**src/rtl/mux_serializer_pkg.sv**
```systemverilog
`default_nettype none
// ============================================================================
//  Module      : mux_serializer_pkg
//  Description : Shared types for the mux_serializer parallel-to-serial stage.
//  Revision    : 1.0 - initial release
// ============================================================================
package mux_serializer_pkg;

    typedef enum logic [0:0] {
        ST_IDLE  = 1'b0,
        ST_SHIFT = 1'b1
    } state_e;

endpackage : mux_serializer_pkg
`default_nettype wire

```
**src/rtl/mux_n_1.sv**
```systemverilog
`default_nettype none
// ============================================================================
//  Module      : mux_n_1
//  Description : 2**N-to-1 single-bit multiplexer, purely combinational.
//  Revision    : 1.0 - initial release
// ============================================================================
module mux_n_1 #(
    parameter int N = 3
) (
    input  logic [(2**N)-1:0] in_data,
    input  logic [N-1:0]      sel,
    output logic              out_bit
);

    assign out_bit = in_data[sel];

endmodule : mux_n_1
`default_nettype wire

```
**src/rtl/mux_serializer.sv**
```systemverilog
`default_nettype none
// ============================================================================
//  Module      : mux_serializer
//  Description : Valid/ready parallel-to-serial converter that sweeps a
//                mux_n_1 select across a held word, with last-bit framing.
//  Revision    : 1.0 - initial release
// ============================================================================
module mux_serializer #(
    parameter int N         = 3,
    parameter bit LSB_FIRST = 1'b1
) (
    input  logic              clk,
    input  logic              rst,
    input  logic [(2**N)-1:0] in_data,
    input  logic              in_valid,
    output logic              in_ready,
    output logic              ser_out,
    output logic              ser_valid,
    input  logic              ser_ready,
    output logic              ser_last,
    output logic [N-1:0]      sel,
    output logic              busy
);

    import mux_serializer_pkg::*;

    localparam int           W         = 2**N;
    localparam logic [N-1:0] START_IDX = LSB_FIRST ? '0 : '1;
    localparam logic [N-1:0] END_IDX   = LSB_FIRST ? '1 : '0;

    state_e         state_q, state_d;
    logic [W-1:0]   hold_q,  hold_d;
    logic [N-1:0]   sel_q,   sel_d;

    always_ff @(posedge clk) begin
        if (rst) begin
            state_q <= ST_IDLE;
            hold_q  <= '0;
            sel_q   <= START_IDX;
        end else begin
            state_q <= state_d;
            hold_q  <= hold_d;
            sel_q   <= sel_d;
        end
    end

    assign ser_valid = (state_q == ST_SHIFT);
    assign ser_last  = ser_valid && (sel_q == END_IDX);
    // Accepting on the last transfer lets the next word start with no bubble.
    assign in_ready  = (state_q == ST_IDLE) || (ser_last && ser_ready);
    assign busy      = ser_valid;
    assign sel       = sel_q;

    always_comb begin
        state_d = state_q;
        hold_d  = hold_q;
        sel_d   = sel_q;
        case (state_q)
            ST_IDLE: begin
                if (in_valid) begin
                    hold_d  = in_data;
                    sel_d   = START_IDX;
                    state_d = ST_SHIFT;
                end
            end
            ST_SHIFT: begin
                if (ser_ready) begin
                    if (ser_last) begin
                        if (in_valid) begin
                            hold_d = in_data;
                            sel_d  = START_IDX;
                        end else begin
                            state_d = ST_IDLE;
                            sel_d   = START_IDX;
                        end
                    end else if (LSB_FIRST) begin
                        sel_d = sel_q + N'(1);
                    end else begin
                        sel_d = sel_q - N'(1);
                    end
                end
            end
            default: begin
                state_d = ST_IDLE;
            end
        endcase
    end

    mux_n_1 #(
        .N (N)
    ) u_mux (
        .in_data (hold_q),
        .sel     (sel_q),
        .out_bit (ser_out)
    );

endmodule : mux_serializer
`default_nettype wire
```
**config.mk**
```make
export PLATFORM = sky130hd
export DESIGN_NAME = mux_serializer
export DESIGN_NICKNAME = d
export VERILOG_FILES = /design/src/rtl/mux_serializer_pkg.sv /design/src/rtl/mux_n_1.sv /design/src/rtl/mux_serializer.sv
export SDC_FILE = /design/constraint.sdc
export NUM_CORES = 1
export LEC_CHECK = 0
export CAP_MARGIN = 20
export CORE_MARGIN = 1.5
export CORE_UTILIZATION = 30
export CTS_CLUSTER_SIZE = 25
export DETAILED_ROUTE_END_ITERATION = 8
export PLACE_DENSITY = 0.6
export SYNTH_ARGS = -nofsm -noshare
export SYNTH_HDL_FRONTEND = slang
export SYNTH_SLANG_ARGS = --single-unit
```
**constraint.sdc**
```tcl
create_clock -name clk -period 1.4 [get_ports clk]
set_input_delay 0.28 -clock clk [delete_from_list [all_inputs] [get_ports clk]]
set_output_delay 0.28 -clock clk [all_outputs]
set_load 0.005 [all_outputs]
```
==> impl_metrics.csv <==
group,metric,value,unit
run_status,status,"complete, but fails checks",
run_status,violations,"setup timing",
synth,ys_warn_count,0,
global_routing,first_global_vias,541,
cts,clk_pin_slew_worst_paths,0.08,ns
setup_path,setup.worst_path.start,"sel[0]",
final_layout,antennaDiodeCount,0,
timing,tightestPinTransition,0.264,ns
floorplanning,die_area,2380,um2
route,vias_per_cell,4.28,
timing,fin_worst_skew,0.00584,ns
final_layout,nets,112,
power,power_density,726,nW/um2
timing,report.final.hold_viol_count,0,
cts,cts-root-buf,"clkbuf_4",
power,ir_worst_vdd,0.345,mV
power,swShare,0.241,
synth,yosysMostFrequentCell,"nand2b_1",
global_routing,grt_max_degree,21,
setup_path,critPathRequiredTime,1.12,ns
cts,cts_max_path_buffers,2,
synth,synth-edff-count,0,
global_routing,grt_pass1_wl,2.25,mm
global_routing,antenna_found_initial,0,
placement,io_buffers,19,
power,power_frac_comb,0.224,
route,vias,531,
setup_path,cp.arrival,1.53,ns
timing,fmax,0.553,GHz
global_routing,grtUsageTotal,0.122,
setup_path,startpoint_type,"flip-flop",
synth,ys_ff_latch,12,
synth,synth-main-ff-cell,"dfxtp_1",
power,intPower,0.572,mW
min_path,hold_class,"flip-flop to flip-flop",
timing,hold-worst-slack,0.471,ns
power,leakage,0.448,nW
synth,synth.area.top_cells,"dfxtp_1 (38%), nand2b_1 (16%), mux2i_1 (14%)",
min_path,holdCritStartpoint,"hold_q[7]",
synth,synth-async-reset-ratio,0,
setup_path,cp-end-kind,"output pin",
synth,synth_nets,75,
synth,ys_seq_area_frac,0.382,
final_layout,syn2layout_area_growth,65.1,%
synth,yosys.cell_types.count,19,
timing,layout_setup_ws,-0.409,ns
setup_path,criticalPathCategory,"flip-flop to output pin",
setup_path,worst-path-buf-inv,1,
final_layout,drive_gt1_frac,0.361,
floorplanning,die_y,48.8,um
cts,clock_latency,0.27,ns
power,power_frac_seq,0.486,
placement,preCtsSetupSlack,-0.533,ns
setup_path,rrSetupSlack,-0.09,ns
route,route.detailed.drc,0,
synth,synth_area,628,um2
floorplanning,placeableCoreArea,1960,um2
setup_path,cp_top_family,"multiplexers",
power,power,0.754,mW
floorplanning,row_count,16,
timing,finalCritPeriodShare,1.29,
route,first_iter_violations,2,
setup_path,cp_slowest_stage_delay,0.50,ns
timing,slew_violations,0,
timing,relSlewSlack,0.819,
cts,cts_tree,"yes",
timing,period_needed,1.81,ns
run,cap_violations,0,
cts,cts.htree.levels,1,
synth,synthCells,61,
floorplanning,ios,20,
setup_path,critPathSlowestCell,"mux4_2",
setup_path,r2r_start,"sel[0]",
synth,synth_top_cell_area_share,0.382,
placement,dp_hpwl,937,um
global_routing,overflow,0,
synth,synth_area_leader_cell,"dfxtp_1",
timing,setup_viol,12,
route,firstDrtPassIters,3,
route,wl_per_cell,10.7,um
power,p_switching,0.181,mW
cts,holdBufCountCts,0,
timing,rsz0062_at_grt,"yes",
route,wirelength,1.33,mm
setup_path,crit_chain,"mux4_2, mux2_4, buf_6",
cts,cts.sinks,12,
power,clockPowerShare,0.290,
floorplanning,die_w,48.8,um
route,ant_nets,0,
placement,finalWeightedCongestion,0.730,
cts,numCtsBuffers,3,
timing,setup_tns,-1.63,ns
synth,synth_commonest_cells,"nand2b_1 (16), dfxtp_1 (12), mux2i_1 (9)",
synth,syn_avg_cell_area,10.3,um2
setup_path,worst-path-max-fanout,4,
floorplanning,start_util,0.320,
power groups by stage:
stage	Sequential (mW)	Clock, mW	Combinational (mW)
3_3_place_gp	0.376	0	0.147
3_5_place_dp	0.376	0	0.149
2_1_floorplan	0.376	0	0.0666
6_report	0.366	0.219	0.169
5_1_grt	0.369	0.240	0.183
4_1_cts	0.367	0.229	0.170
flip-flops by register name, summed over array words and instances (netlist names):
signal	flops
hold_q	8
busy	1
sel	3
cells in the final DEF (no fill, tap or decap):
cell type	instances
clkdlybuf4s50_1	11
a21oi_1	1
a32oi_1	1
buf_2	2
and2_1	1
nor2_1	3
buf_12	2
nand2_1	3
buf_6	1
ha_4	2
clkinv_1	1
nand2b_1	16
nor2b_4	1
inv_1	1
mux2_4	1
a21boi_2	1
buf_4	15
mux4_2	2
dlygate4sd2_1	5
clkbuf_4	3
dfxtp_1	9
mux2i_1	9
dfxtp_4	2
dfxtp_2	1
nand4b_1	1
or3_4	1
a21oi_2	1
final timing paths:
path | to | cells after the start
max | ser_out | 3
min | hold_q[7] | 2
max reg2reg | hold_q[4] | 8
min reg2reg | hold_q[7] | 2
worst reg2reg max path: stages, from the launching register on:
cell and delay (ns):
dfxtp_4 0.36, buf_4 0.14, ha_4 0.16, ha_4 0.16
a21boi_2 0.13, buf_4 0.14, nor2b_4 0.04, buf_12 0.13
mux2i_1 0.11
metrics by stage:
| stage | std cells | cell area, um2 | utilization |
|---|---|---|---|
| finish | 124 | 1040 | 0.529 |
| global route | 124 | 1040 | 0.529 |
| CTS | 124 | 1040 | 0.529 |
| detailed placement | 113 | 920 | 0.469 |
| global placement | 113 | 920 | 0.469 |
| floorplan | 61 | 628 | - |
logic make-up (layout without fill, tap and decap cells):
family,after synthesis,after routing,synth area share
simple gates,26,26,0.241
compound gates,4,4,0.0478
mux,12,12,0.251
buf+inv,5,41,0.0378
flops,12,12,0.382
fa+ha+maj,2,2,0.0398
layout make-up:
class / instances / area, um2
well taps: 27 / 33.8
fillers: 199 / 925
multi-input cells: 44 / 397
inverters: 1 / 3.75
flip-flops and latches: 12 / 249
clock buffers: 3 / 22.5
clock inverters: 1 / 3.75
repair buffers: 36 / 328
routing by layer:
metal,GRT usage,vias up,share of wire
met5,0,-,0
met4,0.0714,0,0.0098
met3,0.0278,2,0.041
met2,0.210,15,0.50
met1,0.137,236,0.45
li1,-,278,-
timing repair:
action                                  in CTS  in global routing
setup buffers                                7                  0
pin swaps                                    2                  0
resized for setup                           27                  0
endpoints found under the setup margin      17                 12
No activity file was read; power rests on OpenSTA's default activity.
